`src/rtl/fifo_pkg.sv`:
```
// Shared defaults and pointer-width helper for the single-clock FIFO.
package fifo_pkg;

  localparam int DEF_DATA_WIDTH = 8;
  localparam int DEF_DEPTH      = 8;

  // One extra wrap bit above the array address distinguishes full from empty.
  function automatic int ptr_w(input int depth);
    return $clog2(depth) + 1;
  endfunction

endpackage

```
`src/rtl/fifo_mem.sv`:
```
// DEPTH x DATA_WIDTH register array: unreset storage, one write port, registered read port.
module fifo_mem
  import fifo_pkg::*;
#(
  parameter int DATA_WIDTH = DEF_DATA_WIDTH,
  parameter int DEPTH      = DEF_DEPTH,
  parameter int ADDR_W     = $clog2(DEPTH)
) (
  input  logic                  clk,
  input  logic                  rst,
  input  logic                  we,
  input  logic [ADDR_W-1:0]     waddr,
  input  logic [DATA_WIDTH-1:0] wdata,
  input  logic                  re,
  input  logic [ADDR_W-1:0]     raddr,
  output logic [DATA_WIDTH-1:0] rdata
);

  logic [DATA_WIDTH-1:0] mem [DEPTH];

  always_ff @(posedge clk) begin
    if (we) mem[waddr] <= wdata;
  end

  // Only the output register is reset; it holds between accepted reads.
  always_ff @(posedge clk or negedge rst) begin
    if (!rst)    rdata <= '0;
    else if (re) rdata <= mem[raddr];
  end

endmodule

```
`src/rtl/synchronous_fifo.sv`:
```
// Single-clock FIFO: wrap-bit pointers, flag decode and accept gating around fifo_mem.
module synchronous_fifo
  import fifo_pkg::*;
#(
  parameter int DATA_WIDTH = DEF_DATA_WIDTH,
  parameter int DEPTH      = DEF_DEPTH    // power of two, >= 2
) (
  input  logic                  clk,
  input  logic                  rst,
  input  logic                  w_en,
  input  logic                  r_en,
  input  logic [DATA_WIDTH-1:0] data_in,
  output logic [DATA_WIDTH-1:0] data_out,
  output logic                  full,
  output logic                  empty
);

  localparam int PTR_W  = ptr_w(DEPTH);
  localparam int ADDR_W = PTR_W - 1;

  logic [PTR_W-1:0] wptr;
  logic [PTR_W-1:0] rptr;
  logic             wr_ok;
  logic             rd_ok;

  // Flags decode registered pointers only, so they never glitch mid-cycle.
  assign empty = (wptr == rptr);
  assign full  = (wptr[ADDR_W-1:0] == rptr[ADDR_W-1:0]) && (wptr[ADDR_W] != rptr[ADDR_W]);

  assign wr_ok = w_en && !full;
  assign rd_ok = r_en && !empty;

  always_ff @(posedge clk or negedge rst) begin
    if (!rst) begin
      wptr <= '0;
      rptr <= '0;
    end else begin
      if (wr_ok) wptr <= wptr + PTR_W'(1);
      if (rd_ok) rptr <= rptr + PTR_W'(1);
    end
  end

  fifo_mem #(
    .DATA_WIDTH (DATA_WIDTH),
    .DEPTH      (DEPTH),
    .ADDR_W     (ADDR_W)
  ) u_mem (
    .clk   (clk),
    .rst   (rst),
    .we    (wr_ok),
    .waddr (wptr[ADDR_W-1:0]),
    .wdata (data_in),
    .re    (rd_ok),
    .raddr (rptr[ADDR_W-1:0]),
    .rdata (data_out)
  );

endmodule

```
`config.mk`:
```
export PLATFORM = sky130hd
export DESIGN_NAME = synchronous_fifo
export DESIGN_NICKNAME = d
export VERILOG_FILES = /design/src/rtl/fifo_pkg.sv /design/src/rtl/fifo_mem.sv /design/src/rtl/synchronous_fifo.sv
export SDC_FILE = /design/constraint.sdc
export NUM_CORES = 1
export LEC_CHECK = 0
export BUFFER_PORTS_ARGS = -buffer_cell sky130_fd_sc_hd__buf_2
export CORE_MARGIN = 5
export CORE_UTILIZATION = 50
export CTS_CLUSTER_DIAMETER = 60
export DETAILED_ROUTE_END_ITERATION = 10
export GPL_TIMING_DRIVEN = 0
export PLACE_DENSITY = 0.68
export SYNTH_ARGS = -nofsm -noshare
export SYNTH_HDL_FRONTEND = slang
export SYNTH_SLANG_ARGS = --single-unit
```
`constraint.sdc`:
```
create_clock -name clk -period 6.4 [get_ports clk]
set_input_delay 0.96 -clock clk [delete_from_list [all_inputs] [get_ports clk]]
set_output_delay 0.96 -clock clk [all_outputs]
set_load 0.02 [all_outputs]
```
==> flow_metrics.env, run 1 <==
export IMPL_power_density_nw_per_um2=475
export IMPL_slowest_stage="dfrtp_1"
export IMPL_dpl_cell_area_sq_um=3400
export IMPL_finalSetupTns_ns=0
export IMPL_die_h_um=89.9
export IMPL_post_cts_resized=0
export IMPL_holdBufCountCts=0
export IMPL_maxSlewViolCount=0
export IMPL_relSlewSlack_pct=36.3
export IMPL_critical_path_depth=5
export IMPL_critical_path_startpoint_type="flop"
export IMPL_max_cap_violations=0
export IMPL_synth_area_per_cell_sq_um=19.0
export IMPL_design_area_sq_um=3610
export IMPL_ys_seq_elements=80
export IMPL_die_w_um=89.9
export IMPL_ys_seq_area_share_pct=72.8
export IMPL_worstPathRequired_ns=5.44
export IMPL_post_cts_buffers=0
export IMPL_gp_congestion=0.765
export IMPL_grt_start_max_net_pins=17
export IMPL_synth_simple_gate_area_share_pct=4.08
export IMPL_ir_drop_mv=0.233
export IMPL_crit_path_max_incr_delay_ns=0.39
export IMPL_cp_arrival_ns=1.76
export IMPL_core_area_sq_um=6280
export IMPL_hold_viol=0
export IMPL_synth_xor_area_share_pct=3.25
export IMPL_drive_above_1_share_pct=30.2
export IMPL_drtIter0Drc=110
export IMPL_status="complete, no violations"
export IMPL_avgRoutedWirePerCell_um=20.1
export IMPL_hold_path_depth=2
export IMPL_nets=214
export IMPL_power_leakage_nw=1.30
export IMPL_setup_violations=0
export IMPL_cp_num_buf_inv=2
export IMPL_cp_end_kind="primary output"
export IMPL_crit_type="flop to primary output"
export IMPL_netlist_instances=168
export IMPL_die_area_sq_um=8080
export IMPL_row_count=29
export IMPL_syn_area_sq_um=3190
export IMPL_worst_slew_pin_slew_ns=0.951
export IMPL_num_antenna_cells=0
export IMPL_crit_family="simple AND/OR/NAND/NOR gates"
export IMPL_fin_crit_sh_pct=42.5
export IMPL_initial_core_util_pct=50.8
export IMPL_synth_area_leader_cell="edfxtp_1"
export IMPL_area_growth_pct=13.0
export IMPL_finalClockSkew_ns=0.00708
export IMPL_cts_tree="built"
export IMPL_synth_compound_area_share_pct=2.63
export IMPL_dr_pass1_iters=4
export IMPL_dp_cells=266
export IMPL_period_minus_slack_ns=2.72
export IMPL_yosysWarnings=0
export IMPL_synthTopCellsByArea="edfxtp_1 60%, dfrtp_1 13%, mux4_2 11%"
export IMPL_cts_sinks=80
export IMPL_io_pins=22
export IMPL_yosys_area_top_type_share_pct=60.2
export IMPL_ff2ff_path_depth=5
export IMPL_yosysUniqueCellTypes=24
export IMPL_drt_wl_total_um=5660
export IMPL_viasPerCell=5.44
export IMPL_cts_made_buffers=9
export IMPL_antenna_found_initial=0
export IMPL_final_cell_mix="64 x edfxtp_1, 23 x buf_2, 16 x mux4_2, 16 x dfrtp_1"
export IMPL_hpwl_um=3650
export IMPL_synthMuxAreaShare_pct=14.6
export IMPL_clockBufferDepth=2
export IMPL_drc_errors=0
export IMPL_vias=1535
export IMPL_htreeDepth=3
export IMPL_cts_root_buf="clkbuf_8"
export IMPL_hold_path_class="flop to flop"
export IMPL_numPortBuffers=21
export IMPL_clock_latency_ns=0.34
export IMPL_grt_pass1_wl_um=9170
export IMPL_rrSetupSlack_ns=3.87
export IMPL_grt_total_usage_pct=15.3
export IMPL_final_common_cell="edfxtp_1"
export IMPL_grt_pass1_vias=1670
export IMPL_clock_fmax_mhz=368
export IMPL_synth_top_family_by_area="multiplexers"
export IMPL_synth_adder_area_share_pct=0.784
export IMPL_final_cells=282
export IMPL_cp_max_fo=10
export IMPL_rsz0062_at_grt="no"
export IMPL_grt_overflow_total=0
export IMPL_syn_nets=182
export IMPL_path_clk_slew_ns=0.07
export IMPL_ant_nets=0
export IMPL_crit_chain="buf_4, xor2_1, or2_1, nor3_1, buf_2"
-- sequential cells by signal (all words and copies together), names as in the netlist --
| register | cells |
|---|---|
| wptr | 4 |
| rptr | 4 |
| u_mem.mem | 64 |
| u_mem.rdata | 8 |
-- stage by stage --
stage	hold WS, ns	setup WS [ns]	utilization (%)	power, W
floorplan	0.498	3.99	-	0.00119
global placement	0.467	3.38	54.0	0.00133
detailed placement	0.470	3.47	54.1	0.00135
CTS	0.487	3.50	57.4	0.00173
global route	0.518	3.57	57.4	0.00182
finish	0.482	3.68	57.4	0.00171
-- power breakdown --
part / internal (W) / switching, W / total [W]
registers: 0.000686 / 0.0000516 / 0.000737
clock network: 0.000218 / 0.000164 / 0.000382
logic: 0.000252 / 0.000342 / 0.000594
-- tightest hold or removal path, stage by stage, from the launching register on --
cell	delay [ns]
dfrtp_1	0.34
nand2_1	0.05
o21ai_1	0.06
-- synthesized netlist by cell type, drive strengths merged --
master,number
buf,6
clkbuf,2
dfrtp,16
edfxtp,64
ha,2
inv,3
mux2,2
mux2i,8
mux4,16
nand2,9
nand2b,3
nand3,1
nor2,8
nor3,5
o21ai,8
o41ai,2
or2,2
xnor2,4
xor2,7
-- metal layers --
metal / wire length (um) / GRT usage [%] / up-vias
met3: 309 / 4.42 / 9
met1: 2390 / 19.8 / 781
met2: 2840 / 23.8 / 39
li1: - / - / 706
met4: 116 / 7.57 / 0
met5: 0 / 0 / -
-- worst paths after layout --
check,start,to
max,rptr[1],full
min,u_mem.rdata[7],u_mem.rdata[7]
max reg2reg,rptr[1],u_mem.mem[6][2]
min reg2reg,u_mem.rdata[7],u_mem.rdata[7]
max in group asynchronous,rst,u_mem.rdata[0]
min in group asynchronous,rst,wptr[2]
-- cell families after synthesis --
logic type,count (synthesis)
buffers and inverters,11
AO/OA/AOI/OAI,10
XOR/XNOR,11
AND/OR/NAND/NOR,28
multiplexers,26
adder cells (fa/ha/maj),2
flip-flops,80
-- layout make-up --
cell class,count,area (sq um)
buffer,8,47.5
tap,77,96.3
clock buffer,12,135
inverter,3,11.3
fill,477,2670
multi-input combinational,77,820
sequential,80,2320
clock inverter,4,68.8
timing repair buffer,21,105
(Power assumes the default switching activity.)
==> inputs of run 2 (changes only) <==
Settings changed: PLACE_DENSITY 0.68 to 0.71.
Clock period 6.4 ns to 2.3 ns, I/O delays scaled along.
==> run 2 against run 1 <==
  * The flow now finishes with violations (negative setup slack)
  * Critical path depth shrank 1
  * Power grew to 2.9 times the previous value
  * Highest routed layer unchanged
  * Via count grew 3.6%
  * Clock-buffer cell count shrank 1
  * Non-clock buffer count grew 4
  * Register-to-register slack lost 3.9 ns
  * Worst setup slack lost 3.7 ns
  * Largest power group unchanged
  * Critical path type is now flop to flop
  * Critical endpoint is now u_mem.mem[2][4]
  * Final area grew 3.2%
  * Sequential cell count is the same
  * Clock power grew to 3.0 times the previous value
==> flow_metrics.env, run 2 (synthesis results as in run 1) <==
export IMPL_status="finished, violations left"
export IMPL_violations="negative setup slack"
export IMPL_hpwl_um=3640
export IMPL_whs_ns=0.255
export IMPL_grt_busiest_layer="met2"
export IMPL_die_h_um=89.9
export IMPL_reg_top3="u_mem.mem (64), u_mem.rdata (8)"
export IMPL_power_density_nw_per_um2=1330
export IMPL_numPortBuffers=21
export IMPL_cp_end_kind="flop"
export IMPL_largest_reg_flops=64
export IMPL_dp_slack_ns=-0.574
export IMPL_nets=218
export IMPL_io_pins=22
export IMPL_drt_wl_total_um=5920
export IMPL_area_growth_pct=16.6
export IMPL_worst_slew_pin_slew_ns=0.764
export IMPL_drive_above_1_share_pct=34.9
export IMPL_antenna_found_initial=0
export IMPL_die_w_um=89.9
export IMPL_final_common_cell="edfxtp_1"
export IMPL_grt_pass1_wl_um=9500
export IMPL_viasPerCell=5.56
export IMPL_maxSlewViolCount=0
export IMPL_dr_pass1_iters=4
export IMPL_setup_violations=24
export IMPL_vias=1590
export IMPL_cts_sinks=80
export IMPL_cp_max_fo=8
export IMPL_hold_viol=0
export IMPL_grt_total_usage_pct=15.9
export IMPL_dpl_cell_area_sq_um=3400
export IMPL_max_cap_violations=0
export IMPL_cts_root_buf="clkbuf_8"
export IMPL_clockBufferDepth=2
export IMPL_drtIter0Drc=120
export IMPL_gr_usage_met1_pct=21.1
export IMPL_design_area_sq_um=3720
export IMPL_cts_tree="built"
export IMPL_ant_nets=0
export IMPL_grtUsageMet2_pct=24.5
export IMPL_largest_register="u_mem.mem"
export IMPL_rsz0062_at_grt="yes"
export IMPL_ff2ff_path_depth=4
export IMPL_num_antenna_cells=0
export IMPL_power_leakage_nw=1.34
export IMPL_die_area_sq_um=8080
export IMPL_cts_made_buffers=9
export IMPL_period_minus_slack_ns=2.35
export IMPL_row_count=29
export IMPL_crit_type="flop to flop"
export IMPL_hold_path_class="input port to flop"
export IMPL_grt_start_max_net_pins=17
export IMPL_cp_arrival_ns=2.34
export IMPL_final_cell_mix="64 x edfxtp_1, 23 x buf_2, 16 x mux4_2, 16 x dfrtp_1, 10 x clkbuf_8"
export IMPL_critical_path_startpoint_type="flop"
export IMPL_ir_drop_mv=0.618
export IMPL_finalClockSkew_ns=0.00606
export IMPL_grt_use_met3_pct=4.51
export IMPL_finalPower_w=0.00497
export IMPL_clock_latency_ns=0.35
export IMPL_initial_core_util_pct=50.8
export IMPL_grt_overflow_total=0
export IMPL_worstPathRequired_ns=2.28
export IMPL_hold_path_depth=1
export IMPL_relSlewSlack_pct=49.1
export IMPL_avgRoutedWirePerCell_um=20.7
export IMPL_htreeDepth=3
export IMPL_core_area_sq_um=6280
export IMPL_path_clk_slew_ns=0.08
export IMPL_gp_congestion=0.716
export IMPL_drc_errors=0
export IMPL_grt_pass1_vias=1649
export IMPL_fin_crit_sh_pct=102
export IMPL_setup_ws_ns=-0.0550
export IMPL_clock_fmax_mhz=425
export IMPL_final_fill_count=466
## run 2: cell types whose count changed in the layout (fill, tap and decap cells not counted), sizes merged
cell / previous run / this run
buf: 27 / 30
clkbuf: 14 / 13
dlygate4sd3: 0 / 1
inv: 3 / 4
## run 2: report_power, final
part           switching (W)  leakage [nW]  internal [W]
Clock               0.000491         0.114      0.000642
Sequential          0.000153         0.772       0.00190
Combinational        0.00102         0.457      0.000752
Total                0.00167          1.34       0.00330
## run 2: per-layer routing
layer	part of all wire, %	up-vias
met1	44	811
li1	-	714
met3	5.1	13
met4	2.6	0
met2	49	52
met5	0	-
## run 2: area by class of cell
cell class	instances	area, sq um	share of cell area [%]
multi-input cells	77	861	23.1
clock inverters	5	78.8	2.12
inverters	3	11.3	0.303
plain buffers	8	47.5	1.28
well taps	77	96.3	2.59
clock buffers	11	141	3.80
repair buffers	25	163	4.37
flip-flops and latches	80	2320	62.4
## run 2: worst paths after layout
check | from | end | slack [ns]
max in group asynchronous | rst | rptr[0] | 1.56
min in group asynchronous | rst | wptr[3] | 0.45
worst min-delay path | data_in[7] | u_mem.mem[7][7] | 0.25
worst max register to register | wptr[1] | u_mem.mem[2][4] | -0.05
worst min register to register | u_mem.rdata[1] | u_mem.rdata[1] | 0.49
worst max-delay path | wptr[1] | u_mem.mem[2][4] | -0.05
## run 2: critical path, cell delays in order (launching register included)
cell and delay (ns):
dfrtp_1 0.58, xor2_1 0.40, o41ai_4 0.18, nand2b_1 0.30, nor2_2 0.52
## run 2: repair_timing
action,CTS,global route
setup endpoints to repair,65,65
pin swaps,0,3
gates cloned,0,0
buffers inserted,0,3
hold buffers,1,0
hold endpoints to repair,16,0
resized for setup,6,5
## run 2: through the flow
stage / util (%) / TNS, ns / instances
after floorplan: - / 0 / 168
after global placement: 54.0 / -14.89 / 266
after detailed placement: 54.1 / -14.11 / 266
after CTS: 58.1 / -4.73 / 283
after global routing: 59.3 / -2.82 / 286
final: 59.3 / -0.770 / 286
==> inputs of run 3 (changes only) <==
Settings changed: CORE_ASPECT_RATIO set to 1.1, PLACE_DENSITY 0.71 to 0.7, SYNTH_HIERARCHICAL set to 1.
==> run 3 against run 2 <==
  * Area after synthesis increased by 7.2%
  * Highest routed layer unchanged
  * The run now ends clean
  * Critical path type is now flop to primary output
  * Power increased by 7.5%
  * Final area increased by 6.1%
==> flow_metrics.env, run 3 <==
export IMPL_status="complete, no violations"
export IMPL_relSlewSlack_pct=65.2
export IMPL_min_delay_start="data_in[5]"
export IMPL_grt_total_usage_pct=16.1
export IMPL_max_cap_violations=0
export IMPL_largest_reg_flops=64
export IMPL_grt_start_max_net_pins=17
export IMPL_rsz0062_at_grt="no"
export IMPL_initial_core_util_pct=51.6
export IMPL_htreeDepth=3
export IMPL_io_pins=22
export IMPL_power_density_nw_per_um2=1350
export IMPL_synth_top_cells_by_count="64 x edfxtp_1, 24 x mux2i_1, 16 x dfrtp_1, 16 x nor2b_1"
export IMPL_area_growth_pct=15.4
export IMPL_core_area_sq_um=6630
export IMPL_cp_end_kind="primary output"
export IMPL_grt_overflow_total=0
export IMPL_synthTopCellsByArea="edfxtp_1 56%, dfrtp_1 12%, mux2i_1 7.0%"
export IMPL_ant_nets=0
export IMPL_path_clk_slew_ns=0.08
export IMPL_maxSlewViolCount=0
export IMPL_hpwl_um=4180
export IMPL_worstPathRequired_ns=1.96
export IMPL_drc_errors=0
export IMPL_cts_root_buf="clkbuf_8"
export IMPL_syn_nets=227
export IMPL_dp_cells=316
export IMPL_syn_area_sq_um=3420
export IMPL_row_count=31
export IMPL_multi_input_area_sq_um=1090
export IMPL_synth_area_per_cell_sq_um=16.1
export IMPL_dpl_cell_area_sq_um=3630
export IMPL_antenna_found_initial=0
export IMPL_die_w_um=88.9
export IMPL_gp_congestion=0.731
export IMPL_synth_edf_count=64
export IMPL_final_fill_count=500
export IMPL_synth_main_ff_cell="edfxtp_1"
export IMPL_cts_made_buffers=9
export IMPL_finalClockSkew_ns=0.0143
export IMPL_clock_fmax_mhz=464
export IMPL_rrSetupSlack_ns=0.16
export IMPL_drt_wl_total_um=6350
export IMPL_period_minus_slack_ns=2.16
export IMPL_synthMuxAreaShare_pct=7.79
export IMPL_avgRoutedWirePerCell_um=19.0
export IMPL_setup_violations=0
export IMPL_reg_top3="u_mem/mem (64), u_mem/rdata (8)"
export IMPL_final_common_cell="edfxtp_1"
export IMPL_hold_path_class="input port to flop"
export IMPL_crit_path_max_incr_delay_ns=0.51
export IMPL_ir_drop_mv=0.580
export IMPL_yosys_area_top_type_share_pct=56.2
export IMPL_synth_simple_gate_area_share_pct=8.41
export IMPL_grt_pass1_wl_um=10100
export IMPL_numPortBuffers=21
export IMPL_slowest_stage="dfrtp_1"
export IMPL_hold_viol=0
export IMPL_cts_tree="built"
export IMPL_dr_pass1_iters=5
export IMPL_final_cells=335
export IMPL_synth_area_leader_cell="edfxtp_1"
export IMPL_finalPower_w=0.00534
export IMPL_num_antenna_cells=0
export IMPL_viasPerCell=5.66
export IMPL_synth_most_common_cell="edfxtp_1"
export IMPL_final_cell_mix="64 x edfxtp_1, 24 x mux2i_1, 23 x buf_2"
export IMPL_clockBufferDepth=2
export IMPL_timing_rr_start="rptr[1]"
export IMPL_synth_xor_area_share_pct=2.96
export IMPL_worst_slew_pin_slew_ns=0.522
export IMPL_crit_chain="xor2_4, or3_4, nor2_1, buf_2"
export IMPL_fin_crit_sh_pct=93.7
export IMPL_ys_seq_area_share_pct=67.9
export IMPL_async_flop_share_pct=20.0
export IMPL_power_leakage_nw=1.47
export IMPL_netlist_instances=213
export IMPL_die_area_sq_um=8600
export IMPL_vias=1897
export IMPL_yosysWarnings=6
export IMPL_cp_max_fo=7
export IMPL_synth_compound_area_share_pct=9.73
export IMPL_cp_arrival_ns=1.81
export IMPL_synth_adder_area_share_pct=0.732
export IMPL_die_h_um=96.8
export IMPL_nets=262
export IMPL_critPathLaunch="rptr[1]"
export IMPL_largest_register="u_mem/mem"
export IMPL_drive_above_1_share_pct=26.5
export IMPL_clock_latency_ns=0.35
export IMPL_yosysUniqueCellTypes=35
export IMPL_critical_path_startpoint_type="flop"
export IMPL_ys_seq_elements=80
export IMPL_synth_top_family_by_area="compound AO/OA/AOI/OAI gates"
export IMPL_crit_type="flop to primary output"
export IMPL_design_area_sq_um=3950
export IMPL_drtIter0Drc=160
export IMPL_grt_pass1_vias=1935
export IMPL_regArea_sq_um=2330
export IMPL_cts_sinks=80
==> run 3: cell count changes after synthesis, moves of 7 or more <==
cell	change
mux2i_1	+16
a22oi_1	+8
o21ai_1	-8
a211o_1	+8
nand3_1	+7
nor2b_1	+16
mux4_2	-16
a41o_1	+8
==> run 3: cells by family after synthesis <==
group	count (synthesis)
simple gates	51
fa+ha+maj	2
xor+xnor	9
compound gates	32
buf+inv	13
mux	26
flops	80
==> run 3: final timing paths <==
check	cells past startpoint	to
max	4	empty
min	1	u_mem/mem[4][5]
max reg2reg	5	u_mem/mem[6][4]
min reg2reg	2	u_mem/rdata[2]
max in group asynchronous	2	rptr[0]
min in group asynchronous	2	rptr[3]
==> run 3: per-stage QoR <==
step | setup WS, ns | hold WS [ns] | utilization [%] | setup TNS [ns]
after floorplan | 0.133 | 0.0494 | - | 0
after detailed placement | -0.453 | 0.300 | 54.7 | -11.53
after global placement | -0.480 | 0.293 | 54.7 | -9.18
final | 0.145 | 0.264 | 59.5 | 0
after CTS | -0.177 | 0.252 | 58.4 | -6.38
after global routing | 0.0170 | 0.273 | 59.5 | 0
==> run 3: layer usage <==
metal / global-route usage [%] / routed length [um] / up-vias
met2: 23.5 / 3140 / 56
li1: - / - / 901
met5: 0 / 0 / -
met1: 22.8 / 2790 / 929
met3: 3.23 / 312 / 11
met4: 7.67 / 115 / 0
==> run 3: timing repair <==
action | in CTS | in global routing
setup buffers | 0 | 3
hold buffers | 1 | 0
endpoints found under the setup margin | 65 | 66
gates resized for setup | 6 | 11
hold endpoints to repair | 16 | 0
==> run 3: where the power goes <==
| part | total (W) | switching, W | leakage, nW | internal, W |
|---|---|---|---|---|
| Clock | 0.00108 | 0.000479 | 0.0999 | 0.000606 |
| Sequential | 0.00219 | 0.000287 | 0.769 | 0.00191 |
| Combinational | 0.00206 | 0.00121 | 0.598 | 0.000848 |
| Total | 0.00534 | 0.00198 | 1.47 | 0.00336 |
==> run 3: final cells by class <==
cell class | count | share of cell area [%]
clock inverter | 6 | 2.12
timing repair buffer | 25 | 3.49
buffer | 8 | 1.68
sequential | 80 | 58.9
clock buffer | 10 | 3.23
multi-input combinational | 120 | 27.6
inverter | 4 | 0.380
tap | 82 | 2.60
==> run 3: worst max-delay path: cells and delay by family (launching register included) <==
kind / cells / cell delay [ns]
AND/OR/NAND/NOR: 2 / 0.54
flip-flops: 1 / 0.51
XOR/XNOR: 1 / 0.24
buffers and inverters: 1 / 0.17
